`src/rtl/crucial_token_sel.sv`:
```
// rtl/crucial_token_sel.sv - greedy-cover / plain top-K crucial token selector
module crucial_token_sel #(
    parameter int DIMEN   = 16,
    parameter int IDX_W   = 4,
    parameter int MAP_W   = 4,
    parameter int SCORE_W = 32,
    parameter int TOPK    = 16,
    parameter int MODE    = 1
) (
    input  logic               CLK,
    input  logic               RESET,
    input  logic               start,
    input  logic [SCORE_W-1:0] thr,
    input  logic               in_valid,
    output logic               in_ready,
    input  logic [SCORE_W-1:0] sort_res,
    input  logic [IDX_W:0]     sort_index,
    output logic               read_finish,
    output logic [MAP_W:0]     map_addr,
    output logic               map_cen,
    output logic               map_wen,
    output logic               map_ren,
    input  logic [DIMEN-1:0]   map_row,
    output logic [IDX_W:0]     token,
    output logic               valid,
    output logic               find_finish,
    output logic               busy
);

    typedef enum logic [2:0] {
        S_IDLE,
        S_LOAD,
        S_SCAN,
        S_WAIT,
        S_DONE
    } state_t;

    localparam logic [IDX_W:0]   ONE_V   = (IDX_W+1)'(1);
    localparam logic [IDX_W:0]   DIM_V   = (IDX_W+1)'(DIMEN);
    localparam logic [IDX_W:0]   TOPK_V  = (IDX_W+1)'(TOPK);
    localparam logic [DIMEN-1:0] BIT0    = DIMEN'(1);

    state_t state, state_n;

    logic [SCORE_W-1:0] score_mem [DIMEN];
    logic [IDX_W:0]     idx_mem   [DIMEN];
    logic [IDX_W:0]     ld_cnt;
    logic [IDX_W:0]     k;
    logic [IDX_W:0]     cnt;
    logic [DIMEN-1:0]   covered;
    logic [DIMEN-1:0]   emitted;
    logic [SCORE_W-1:0] thr_q;
    logic [IDX_W:0]     token_q;
    logic               valid_q;
    logic               rf_q;

    logic [IDX_W-1:0]   k_sel;
    logic [SCORE_W-1:0] cur_score;
    logic [IDX_W:0]     cur_idx;
    logic [IDX_W:0]     cur_bit;
    logic [DIMEN-1:0]   cur_onehot;
    logic               idx_ok;
    logic               stop;
    logic               skip;

    // Candidate under examination and the stop/skip decisions for it
    always_comb begin
        k_sel      = k[IDX_W-1:0];
        cur_score  = score_mem[k_sel];
        cur_idx    = idx_mem[k_sel];
        cur_bit    = cur_idx - ONE_V;
        cur_onehot = BIT0 << cur_bit;
        idx_ok     = (cur_idx != '0) && (cur_idx <= DIM_V);
        // k==DIMEN is tested first so the stale slot read at that point never matters
        stop       = (k == DIM_V) || (cnt == TOPK_V) || (cur_score < thr_q) ||
                     ((MODE == 1) && (&covered));
        skip       = !idx_ok ||
                     ((MODE == 1) && |(covered & cur_onehot)) ||
                     ((MODE != 1) && |(emitted & cur_onehot));
    end

    // State register
    always_ff @(posedge CLK or negedge RESET) begin
        if (!RESET) state <= S_IDLE;
        else        state <= state_n;
    end

    // Next-state logic and combinational outputs
    always_comb begin
        state_n     = state;
        in_ready    = 1'b0;
        map_cen     = 1'b0;
        map_addr    = '0;
        find_finish = 1'b0;
        busy        = (state != S_IDLE);
        case (state)
            S_IDLE: if (start) state_n = S_LOAD;
            S_LOAD: begin
                in_ready = 1'b1;
                if (in_valid && (ld_cnt == DIM_V - ONE_V)) state_n = S_SCAN;
            end
            S_SCAN: begin
                if (stop) begin
                    state_n = S_DONE;
                end else if (!skip) begin
                    map_cen  = 1'b1;
                    map_addr = (MAP_W+1)'(cur_bit);
                    state_n  = S_WAIT;
                end
            end
            S_WAIT: state_n = S_SCAN;
            S_DONE: begin
                find_finish = 1'b1;
                state_n     = S_IDLE;
            end
            default: state_n = S_IDLE;
        endcase
    end

    assign map_ren     = map_cen;
    assign map_wen     = 1'b1;
    assign token       = token_q;
    assign valid       = valid_q;
    assign read_finish = rf_q;

    // Datapath: list load, scan pointer, coverage bitmaps and emission registers
    always_ff @(posedge CLK or negedge RESET) begin
        if (!RESET) begin
            for (int i = 0; i < DIMEN; i++) begin
                score_mem[i] <= '0;
                idx_mem[i]   <= '0;
            end
            ld_cnt  <= '0;
            k       <= '0;
            cnt     <= '0;
            covered <= '0;
            emitted <= '0;
            thr_q   <= '0;
            token_q <= '0;
            valid_q <= 1'b0;
            rf_q    <= 1'b0;
        end else begin
            valid_q <= 1'b0;
            rf_q    <= (state == S_LOAD) && (state_n == S_SCAN);
            case (state)
                S_IDLE: begin
                    for (int i = 0; i < DIMEN; i++) begin
                        score_mem[i] <= '0;
                        idx_mem[i]   <= '0;
                    end
                    ld_cnt  <= '0;
                    k       <= '0;
                    cnt     <= '0;
                    covered <= '0;
                    emitted <= '0;
                    if (start) thr_q <= thr;
                end
                S_LOAD: begin
                    if (in_valid) begin
                        score_mem[ld_cnt[IDX_W-1:0]] <= sort_res;
                        idx_mem[ld_cnt[IDX_W-1:0]]   <= sort_index;
                        ld_cnt                       <= ld_cnt + ONE_V;
                    end
                end
                S_SCAN: begin
                    if (!stop && skip) k <= k + ONE_V;
                end
                S_WAIT: begin
                    token_q <= cur_idx;
                    valid_q <= 1'b1;
                    covered <= covered | map_row | cur_onehot;
                    emitted <= emitted | cur_onehot;
                    cnt     <= cnt + ONE_V;
                    k       <= k + ONE_V;
                end
                default: ;
            endcase
        end
    end

endmodule
```
`config.mk`:
```
export PLATFORM = sky130hd
export DESIGN_NAME = crucial_token_sel
export DESIGN_NICKNAME = d
export VERILOG_FILES = /design/src/rtl/crucial_token_sel.sv
export SDC_FILE = /design/constraint.sdc
export NUM_CORES = 1
export LEC_CHECK = 0
export CORE_MARGIN = 5
export CORE_UTILIZATION = 29
export CTS_CLUSTER_SIZE = 14
export DETAILED_ROUTE_END_ITERATION = 6
export HOLD_SLACK_MARGIN = 0.12
export MAX_ROUTING_LAYER = met4
export PLACE_DENSITY = 0.48
export SKIP_LAST_GASP = 1
export SYNTH_ARGS = -nofsm -noshare
export SYNTH_HDL_FRONTEND = slang
export SYNTH_SLANG_ARGS = --single-unit
```
`constraint.sdc`:
```
create_clock -name CLK -period 10.7 [get_ports CLK]
set_input_delay 2.14 -clock CLK [delete_from_list [all_inputs] [get_ports CLK]]
set_output_delay 2.14 -clock CLK [all_outputs]
set_load 0.005 [all_outputs]
```
After elaboration in Yosys (flattened, before gate mapping):

Cells that the tools add are included.

* bits in registers: 665
* input bits: 89
* logic and storage cells: 124

* $add $sub $neg: 4
* $lt $le $gt $ge: 5
* eq/ne operators: 10
* shifts and indexed selects: 1
* muxes and demuxes: 36
* bitwise gates (word level): 5
* reduce and logical (&&, ||, !) cells: 22

Operators by type and width (count)
* $pmux W512 S2: 1
* $bwmux W512: 1
* $mux W512: 1
* $pmux W80 S2: 1
* $bmux W32 S4: 1
* $demux W32 S4: 1
* $mux W32: 3
* $bwmux W80: 1
* $mux W80: 1
* $mux W5: 8
* $lt A32 B32 Y1: 1
* $or A16 B16 Y16: 2
* $pmux W16 S2: 1
* $bmux W5 S4: 1
* $demux W5 S4: 1
* $pmux W5 S2: 2
* $and A16 B16 Y16: 1
* $reduce_and A16 Y1: 1
* $reduce_or A16 Y1: 1
* $shl A1 B5 Y16 const A: 1
* $add A5 B1 Y5 const B: 3
* $pmux W5 S3: 1
* $mux W3: 4
* $pmux W3 S4: 1
* other kinds (20): 43

Logic depth before layout (Yosys ltp):

Gate-level depths: netlist of run 1.

* depth in word-level cells: 14
* depth in mapped cells: 18
* gate-level depth less buffers: 13

Worst setup path before layout of run 1:

Ideal clock, no wire load.

* path type: register to output
* from: register k[0]
* to: output port map_ren
* arrival: 4641 ps
* data required time: 8560 ps
* setup slack: 3919 ps
* cell stages (with the launch flop): 18
* path through: dfrtp_1 -> buf_6 -> buf_12 -> buf_8 -> buf_6 -> clkbuf_1 -> buf_1 -> mux4_2 -> mux4_2 -> ha_1 -> a21o_1 -> a21o_1 -> a211o_1 -> a2111oi_0 -> o31a_1 -> nand2b_1 -> inv_1 -> buf_4

* cells in the longest elaborated chain, start to end: 12
* elaborated cells on any way between the ends: 24

RTL lines
* start: declaration: line 48 `logic [IDX_W:0] k;`
* start signal: assignment: line 166 `if (!stop && skip) k <= k + ONE_V;`
* start signal: assignment: line 174 `k <= k + ONE_V;`
* $not A4 Y5 (not written as such): line 69, 70
* $bmux W5 S4: line 70 `cur_idx = idx_mem[k_sel];`
* $mux W5 (not written as such) (2 in series): line 70
* $sub A5 B1 Y5: line 71 `cur_bit = cur_idx - ONE_V;`
* $shl A1 B5 Y16: line 72 `cur_onehot = BIT0 << cur_bit;`
* $and A16 B16 Y16: line 78 `((MODE == 1) && |(covered & cur_onehot)) ||`
* $reduce_or A16 Y1: line 78
* $logic_or A1 B1 Y1: line 77 `skip = !idx_ok ||`
* $mux W1: line 105 `end else if (!skip) begin`
* $mux W1 *: line 103 `if (stop) begin`
* $mux W1 *: line 96 `case (state)`
* end: declaration: line 22 `output logic map_ren,`

Every way passes the cells marked *; elsewhere a longest branch is shown, timed or not. The select of a mux whose other input is x is not followed.

Worst setup path after layout of run 1:

* from: register k[1]
* to: output port map_addr[2]

* cells in the longest elaborated chain, start to end: 12
* elaborated cells on any way between the ends: 24

RTL lines
* $not A4 Y5 (not written as such): line 69, 70
* $bmux W5 S4: line 70
* $mux W5 (not written as such) (2 in series): line 70
* $sub A5 B1 Y5: line 71
* $shl A1 B5 Y16: line 72
* $and A16 B16 Y16: line 78
* $reduce_or A16 Y1: line 78
* $logic_or A1 B1 Y1: line 77
* $mux W5: line 105
* $mux W5 *: line 103
* $mux W5 *: line 96
* end: declaration: line 19 `output logic [MAP_W:0] map_addr,`

Marked as above.

==> metrics.txt, run 1 <==
# TYPE chip_impl_metric gauge
chip_impl_info{name="status",value="finished, final reports clean"} 1
chip_impl_info{name="yosysMostFrequentCell",value="dfrtp_1"} 1
chip_impl_metric{name="ys_seq_area_share",unit="%"} 54.0
chip_impl_metric{name="ys.warnings.count",unit=""} 0
chip_impl_metric{name="holdWs",unit="ps"} 477
chip_impl_metric{name="max_stage_delay",unit="ps"} 1020
chip_impl_metric{name="post-dp-hpwl",unit="mm"} 49.9
chip_impl_metric{name="ant_nets",unit=""} 0
chip_impl_metric{name="clock.fmax",unit="MHz"} 121
chip_impl_metric{name="core.rowCount",unit=""} 119
chip_impl_info{name="yosys.area.top_type",value="dfrtp_1"} 1
chip_impl_info{name="ys_top_cells_by_count",value="665 x dfrtp_1, 661 x o21ai_0, 624 x nand3_1, 195 x clkbuf_1, 171 x mux4_2"} 1
chip_impl_metric{name="route.detailed.vias_per_inst",unit=""} 5.23
chip_impl_info{name="critPathSlowestCell",value="dfrtp_4"} 1
chip_impl_metric{name="hold_violations",unit=""} 0
chip_impl_info{name="ys_top_cells_by_area",value="dfrtp_1 54%, mux4_2 13%, o21ai_0 11%"} 1
chip_impl_info{name="rsz_0062_raised_after_global_routing",value="false"} 1
chip_impl_metric{name="crit_required",unit="ps"} 8560
chip_impl_metric{name="syn_nets",unit=""} 2974
chip_impl_info{name="path_common_cell",value="mux4_2"} 1
chip_impl_metric{name="layout.core_utilization",unit="%"} 33.5
chip_impl_metric{name="max_cap_viol_count",unit=""} 0
chip_impl_metric{name="internal-power",unit="mW"} 5.58
chip_impl_metric{name="r2r_setup_slack",unit="ps"} 5290
chip_impl_metric{name="place_congestion",unit=""} 0.764
chip_impl_metric{name="total_number_of_vias",unit=""} 22000
chip_impl_info{name="timing.rr.start",value="k[1]"} 1
chip_impl_metric{name="count_of_mapped_cells_out_of_synthesis",unit=""} 2840
chip_impl_metric{name="power_switching",unit="mW"} 2.91
chip_impl_metric{name="timing.final.ws_setup",unit="ps"} 2440
chip_impl_info{name="hold_path_startpoint",value="token[3]"} 1
chip_impl_metric{name="final_layout_size_suffix_gt1_share",unit="%"} 12.5
chip_impl_info{name="hold_path.class",value="flop to flop"} 1
chip_impl_metric{name="p_seq_share",unit="%"} 41.7
chip_impl_metric{name="route.detailed.drc",unit=""} 0
chip_impl_metric{name="fin_crit",unit="ps"} 8260
chip_impl_metric{name="cts_num_sinks",unit=""} 665
chip_impl_metric{name="switching_share",unit="%"} 34.3
chip_impl_metric{name="p_per_area",unit="nW/um2"} 240
chip_impl_metric{name="crit_path_max_fanout",unit=""} 85
chip_impl_metric{name="power.share.clock",unit="%"} 30.7
chip_impl_metric{name="dpl_cell_area",unit="um2"} 32900
chip_impl_metric{name="setup_viol_count_final",unit=""} 0
chip_impl_metric{name="portion_of_synthesized_cell_area_occupied_by_the_leading_cell_type",unit="%"} 54.0
chip_impl_metric{name="totalWireLength",unit="mm"} 93.3
chip_impl_metric{name="worst_skew_pair.late_latency",unit="ps"} 640
chip_impl_metric{name="pin_count_of_the_biggest_net_entering_global_routing",unit=""} 198
chip_impl_metric{name="synth.ff_latch_count",unit=""} 665
chip_impl_metric{name="arrival",unit="ps"} 6120
chip_impl_metric{name="synth_edf_count",unit=""} 0
chip_impl_info{name="cts_root_buf",value="clkbuf_16"} 1
chip_impl_metric{name="start_util",unit="%"} 29.2
chip_impl_metric{name="io_buffer_count",unit=""} 105
chip_impl_metric{name="die_width",unit="um"} 336
chip_impl_metric{name="grt.total_usage",unit="%"} 16.9
chip_impl_metric{name="grt_antenna_before_repair",unit=""} 3
chip_impl_metric{name="drt_pre_antenna_iters",unit=""} 5
chip_impl_metric{name="clk_pin_slew_worst_paths",unit="ps"} 60
chip_impl_metric{name="post_cts.resized_instances",unit=""} 0
chip_impl_metric{name="total_power_after_layout",unit="mW"} 8.50
chip_impl_metric{name="drt_iter0_markers",unit=""} 1868
chip_impl_info{name="critical_path.reg2reg.endpoint",value="k[1]"} 1
chip_impl_info{name="crit_chain",value="buf_12 > mux4_2 > mux4_2 > ha_1 > nand4_1 > nor4_1 > o2111ai_1 > o31a_1 > nand2b_1 > nor2_1 > clkdlybuf4s50_1"} 1
chip_impl_info{name="timing.critical_path.to_type",value="output pin"} 1
chip_impl_metric{name="final.setup.tns",unit="ps"} 0
chip_impl_metric{name="post_cts_hold_buffer_count",unit=""} 0
chip_impl_metric{name="worstRegToRegCells",unit=""} 11
chip_impl_metric{name="grt_first_pass_wirelength",unit="mm"} 143
chip_impl_metric{name="timing.critical_path.buf_inv",unit=""} 2
chip_impl_metric{name="post-cts-setup-buffers",unit=""} 0
chip_impl_metric{name="layout.nets",unit=""} 2891
chip_impl_info{name="timing.critical_path.from_type",value="flop"} 1
chip_impl_metric{name="finalNonFillerCells",unit=""} 4207
chip_impl_metric{name="pin_slew_with_the_least_headroom_to_its_limit",unit="ps"} 1200
chip_impl_metric{name="final_design_area_no_fill",unit="um2"} 35400
chip_impl_metric{name="avgSynthCellArea",unit="um2"} 10.8
chip_impl_metric{name="worst_slew_margin_rel",unit="%"} 19.8
chip_impl_info{name="hold_path_end",value="token[3]"} 1
chip_impl_metric{name="asyncSetResetFlopFracSynth",unit="%"} 100
chip_impl_metric{name="wire_per_inst",unit="um"} 22.2
chip_impl_info{name="dominantRegCellSynth",value="dfrtp_1"} 1
chip_impl_info{name="category_of_cells_accounting_for_the_largest_share_of_critical_path_delay",value="simple AND/OR/NAND/NOR gates"} 1
chip_impl_metric{name="design.die.area",unit="um2"} 113000
chip_impl_metric{name="dp_worst_setup_slack",unit="ps"} 3040
chip_impl_metric{name="vdd_ir_drop_max",unit="mV"} 0.130
chip_impl_metric{name="clockBufferDepth",unit=""} 3
chip_impl_info{name="timing_worst_setup_path_type",value="flop to output pin"} 1
chip_impl_metric{name="gr-total-overflow",unit=""} 0
chip_impl_metric{name="numPlacedInstances",unit=""} 4071
chip_impl_metric{name="worstHoldPathCells",unit=""} 2
chip_impl_metric{name="design.core.area",unit="um2"} 105000
chip_impl_metric{name="min_period_over_period",unit="%"} 77.2
chip_impl_metric{name="worst_clock_skew",unit="ps"} 22.2
chip_impl_info{name="cts_tree",value="done"} 1
chip_impl_metric{name="syn-cell-area",unit="um2"} 30800
chip_impl_metric{name="synth_cell_type_count",unit=""} 66
chip_impl_metric{name="ioPinCount",unit=""} 107
chip_impl_metric{name="post_synthesis_to_final_layout_area_growth",unit="%"} 14.8
chip_impl_metric{name="first_global_vias",unit=""} 22000
chip_impl_metric{name="comb_power_share",unit="%"} 27.6
chip_impl_metric{name="finalMaxSlewViolations",unit=""} 0
chip_impl_metric{name="cts-buffers-inserted",unit=""} 75
chip_impl_metric{name="die_outline_height",unit="um"} 336
chip_impl_metric{name="leakage",unit="nW"} 14.6
chip_impl_metric{name="clock_tree.htree_level_count",unit=""} 3
-- power groups by stage --
stage	Clock [mW]	Combinational (mW)	Sequential, mW
6_report	2.61	2.35	3.54
5_1_grt	2.78	2.64	3.62
4_1_cts	2.69	2.38	3.54
3_5_place_dp	0	2.38	3.58
3_3_place_gp	0	2.34	3.58
2_1_floorplan	0	1.65	3.44
-- sequential cells by signal (all words and copies together) (netlist names) --
register,count
idx_mem,80
covered,16
read_finish,1
thr_q,32
ld_cnt,5
valid,1
score_mem,512
state,3
cnt,5
k,5
token,5
-- cell type report --
type | count | area (um2)
fill | 10600 | 70100
sequential | 665 | 16700
multi-input combinational | 1826 | 12900
clock buffer | 113 | 2160
tap | 1391 | 1740
timing repair buffer | 142 | 1380
clock inverter | 22 | 300
inverter | 47 | 184
antenna | 1 | 2.50
-- cells by family (layout without fill, tap and decap cells) --
logic type	count (synthesis)	in the layout	share of synthesized area [%]
buffers and inverters	349	324	4.47
muxes	200	200	13.5
other	1	2	0.0122
DFF	665	665	54.0
adders and majority gates	45	45	1.83
and+or+nand+nor	826	826	13.2
xor gates and xnor gates	3	3	0.0854
AOI/OAI and AO/OA	751	751	12.9
-- cell usage in the layout (no fill, tap or decap), types with 33 or more instances in the layout --
cell	count
buf_4	33
clkbuf_16	75
clkdlybuf4s50_1	104
dfrtp_1	661
ha_1	45
inv_1	43
mux4_2	171
nand2_1	118
nand3_1	612
o21ai_0	661
-- tightest hold or removal path: stages, from the launching register on --
cell and delay, ps:
dfrtp_1 340, nand2_1 50, nand2_1 50
-- layer usage --
layer  part of all wire, %  routed length (um)  global-route usage (%)  vias up
met5                     0                   0                       -        -
met1                    49               45300                    24.5    11100
met2                    45               41900                    25.3      521
li1                      -                   -                       -    10200
met4                   1.8                1710                    4.02        0
met3                   4.7                4390                    2.31      104
-- worst max-delay path by stage --
stage	cells after the start	startpoint	slack, ps	endpoint
final	11	k[1]	2440	map_addr[2]
after global routing	11	k[1]	2190	map_addr[2]
after CTS	11	k[1]	2360	map_addr[2]
after detailed placement	11	k[1]	3040	map_addr[2]
after global placement	11	k[0]	3190	map_addr[0]
after floorplan	17	k[0]	3920	map_ren
Note: power is estimated with default switching activity, not from simulation.
==> run 2: changes to the inputs <==
==> constraint.sdc (replaced) <==
create_clock -name CLK -period 8 [get_ports CLK]
set_input_delay 1.6 -clock CLK [delete_from_list [all_inputs] [get_ports CLK]]
set_output_delay 1.6 -clock CLK [all_outputs]
set_load 0.005 [all_outputs]
==> run 2 against run 1 <==
  * Via count rose by 0.31%
  * Count of clock-buffer cells in the layout fell by 2
  * Hold slack got worse by 5.4 ps
  * Largest cell class unchanged
  * Largest power group unchanged
  * Highest routed layer unchanged
==> metrics.txt, run 2 (same netlist as run 1, synthesis figures left out) <==
# TYPE chip_impl_metric gauge
chip_impl_metric{name="design.die.area",unit="um2"} 113000
chip_impl_metric{name="pin_slew_with_the_least_headroom_to_its_limit",unit="ps"} 1110
chip_impl_metric{name="layout.nets",unit=""} 2898
chip_impl_info{name="timing.rr.start",value="k[1]"} 1
chip_impl_metric{name="finalMaxSlewViolations",unit=""} 0
chip_impl_metric{name="clk_pin_slew_worst_paths",unit="ps"} 60
chip_impl_metric{name="first_global_vias",unit=""} 21900
chip_impl_metric{name="grt_first_pass_wirelength",unit="mm"} 143
chip_impl_metric{name="p_seq_share",unit="%"} 41.7
chip_impl_metric{name="power.share.clock",unit="%"} 30.5
chip_impl_metric{name="crit_required",unit="ps"} 6400
chip_impl_metric{name="internal-power",unit="mW"} 7.43
chip_impl_metric{name="vdd_ir_drop_max",unit="mV"} 0.154
chip_impl_metric{name="clock_tree.htree_level_count",unit=""} 3
chip_impl_metric{name="post-cts-setup-buffers",unit=""} 0
chip_impl_metric{name="largest_reg_flops",unit=""} 512
chip_impl_metric{name="power_switching",unit="mW"} 3.89
chip_impl_metric{name="cts_num_sinks",unit=""} 665
chip_impl_metric{name="multi_input_area",unit="um2"} 12900
chip_impl_metric{name="setup_viol_count_final",unit=""} 0
chip_impl_metric{name="gr-usage-met2",unit="%"} 25.2
chip_impl_info{name="top_register",value="score_mem"} 1
chip_impl_metric{name="cts-buffers-inserted",unit=""} 75
chip_impl_info{name="crit_chain",value="clkinv_1 > a21oi_1 > ha_1 > nand2_1 > or4_1 > o2111ai_2 > mux2_2 > a211oi_1 > nor3_4 > nand2b_1 > inv_1 > clkdlybuf4s50_1"} 1
chip_impl_metric{name="fin_crit",unit="ps"} 7170
chip_impl_info{name="cts_tree",value="done"} 1
chip_impl_metric{name="globalRouteMet3Util",unit="%"} 2.70
chip_impl_info{name="rsz_0062_raised_after_global_routing",value="false"} 1
chip_impl_metric{name="comb_power_share",unit="%"} 27.8
chip_impl_metric{name="max_stage_delay",unit="ps"} 1060
chip_impl_metric{name="p_per_area",unit="nW/um2"} 319
chip_impl_info{name="hold_path_startpoint",value="token[3]"} 1
chip_impl_metric{name="arrival",unit="ps"} 5570
chip_impl_info{name="critical_path.reg2reg.endpoint",value="k[1]"} 1
chip_impl_metric{name="met1_usage",unit="%"} 24.3
chip_impl_metric{name="worst_slew_margin_rel",unit="%"} 26.3
chip_impl_metric{name="die_width",unit="um"} 336
chip_impl_info{name="timing_worst_setup_path_type",value="flop to output pin"} 1
chip_impl_metric{name="max_cap_viol_count",unit=""} 0
chip_impl_metric{name="design.core.area",unit="um2"} 105000
chip_impl_metric{name="place_congestion",unit=""} 0.774
chip_impl_metric{name="worstHoldPathCells",unit=""} 2
chip_impl_metric{name="min_period_over_period",unit="%"} 89.7
chip_impl_info{name="hold_path_end",value="token[3]"} 1
chip_impl_metric{name="io_buffer_count",unit=""} 105
chip_impl_info{name="cts_root_buf",value="clkbuf_16"} 1
chip_impl_metric{name="clockBufferDepth",unit=""} 3
chip_impl_metric{name="r2r_setup_slack",unit="ps"} 3140
chip_impl_metric{name="post_cts.resized_instances",unit=""} 0
chip_impl_info{name="most-common-layout-cells",value="661 x o21ai_0, 661 x dfrtp_1, 612 x nand3_1"} 1
chip_impl_metric{name="numPlacedInstances",unit=""} 4078
chip_impl_info{name="grt.busiest_layer",value="met2"} 1
chip_impl_metric{name="regArea",unit="um2"} 16700
chip_impl_metric{name="drt_iter0_markers",unit=""} 1754
chip_impl_metric{name="grt_antenna_before_repair",unit=""} 3
chip_impl_metric{name="start_util",unit="%"} 29.2
chip_impl_metric{name="core.rowCount",unit=""} 119
chip_impl_metric{name="fill_cells",unit=""} 10700
chip_impl_metric{name="worst_skew_pair.late_latency",unit="ps"} 610
chip_impl_metric{name="pin_count_of_the_biggest_net_entering_global_routing",unit=""} 151
chip_impl_info{name="timing.critical_path.to_type",value="output pin"} 1
chip_impl_metric{name="switching_share",unit="%"} 34.3
chip_impl_metric{name="gr-total-overflow",unit=""} 0
chip_impl_metric{name="grt.total_usage",unit="%"} 16.9
chip_impl_metric{name="route.detailed.vias_per_inst",unit=""} 5.24
chip_impl_info{name="timing.critical_path.from_type",value="flop"} 1
chip_impl_metric{name="hold_violations",unit=""} 0
chip_impl_metric{name="drt_pre_antenna_iters",unit=""} 5
chip_impl_metric{name="wire_per_inst",unit="um"} 22.2
chip_impl_metric{name="worstRegToRegCells",unit=""} 13
chip_impl_metric{name="finalNonFillerCells",unit=""} 4213
chip_impl_metric{name="worst_clock_skew",unit="ps"} 18.0
chip_impl_metric{name="totalWireLength",unit="mm"} 93.4
chip_impl_metric{name="post_cts_hold_buffer_count",unit=""} 0
chip_impl_metric{name="final.setup.tns",unit="ps"} 0
chip_impl_metric{name="total_number_of_vias",unit=""} 22100
chip_impl_metric{name="die_outline_height",unit="um"} 336
chip_impl_info{name="hold_path.class",value="flop to flop"} 1
chip_impl_info{name="critPathSlowestCell",value="dfrtp_4"} 1
chip_impl_metric{name="ant_nets",unit=""} 0
chip_impl_metric{name="post_synthesis_to_final_layout_area_growth",unit="%"} 15.2
chip_impl_info{name="reg.largest.list",value="score_mem: 512 flops, idx_mem: 80 flops, thr_q: 32 flops"} 1
chip_impl_metric{name="route.detailed.drc",unit=""} 0
chip_impl_metric{name="ioPinCount",unit=""} 107
chip_impl_metric{name="crit_path_max_fanout",unit=""} 40
chip_impl_info{name="status",value="finished, final reports clean"} 1
chip_impl_metric{name="post-dp-hpwl",unit="mm"} 51.5
chip_impl_metric{name="leakage",unit="nW"} 14.7
chip_impl_metric{name="final_layout_size_suffix_gt1_share",unit="%"} 12.9
chip_impl_metric{name="clock.fmax",unit="MHz"} 139
==> run 2: how the worst max path moves through the flow <==
stage | startpoint | to | slack [ps] | cells after the start
2_1_floorplan | k[0] | map_ren | 1760 | 17
3_3_place_gp | k[0] | map_ren | 1450 | 12
3_5_place_dp | k[0] | map_ren | 1400 | 12
4_1_cts | k[3] | map_ren | 700 | 12
5_1_grt | k[3] | map_cen | 290 | 12
6_report | k[3] | map_ren | 830 | 12
==> run 2: per-stage QoR <==
stage,instance area [um2],power (mW),hold slack (ps),utilization (%),worst slack (ps)
final,35500,11.3,471,33.6,828
after floorplan,30800,6.81,458,-,1760
after CTS,35500,11.5,480,33.6,698
after detailed placement,33000,7.96,466,31.3,1400
after global placement,33000,7.91,466,31.3,1450
after global routing,35500,12.0,515,33.6,287
==> run 2: power by group through the flow <==
stage | Clock (mW) | Combinational (mW) | Sequential [mW]
final | 3.45 | 3.15 | 4.72
after floorplan | 0 | 2.21 | 4.60
after detailed placement | 0 | 3.19 | 4.77
after global placement | 0 | 3.13 | 4.78
after CTS | 3.55 | 3.19 | 4.72
after global routing | 3.68 | 3.51 | 4.82
==> run 2: critical path, delay by kind of cell (launching register included) <==
family	cells	cell delay [ps]
buf+inv	3	1090
compound gates	3	1140
flops	1	1060
mux	1	390
simple gates	4	900
fa+ha+maj	1	360
==> run 2: metal layers <==
layer	share of wire (%)	routed length (um)
met5	0	0
met4	1.8	1670
met3	4.7	4420
met2	45	42300
met1	48	45000
==> run 2: layout make-up <==
class	count	area share [%]
Antenna cell	2	0.0141
Clock buffer	111	6.27
Clock inverter	22	0.632
Inverter	47	0.519
Multi-Input combinational cell	1826	36.5
Sequential cell	665	47.0
Tap cell	1391	4.91
Timing Repair Buffer	149	4.23
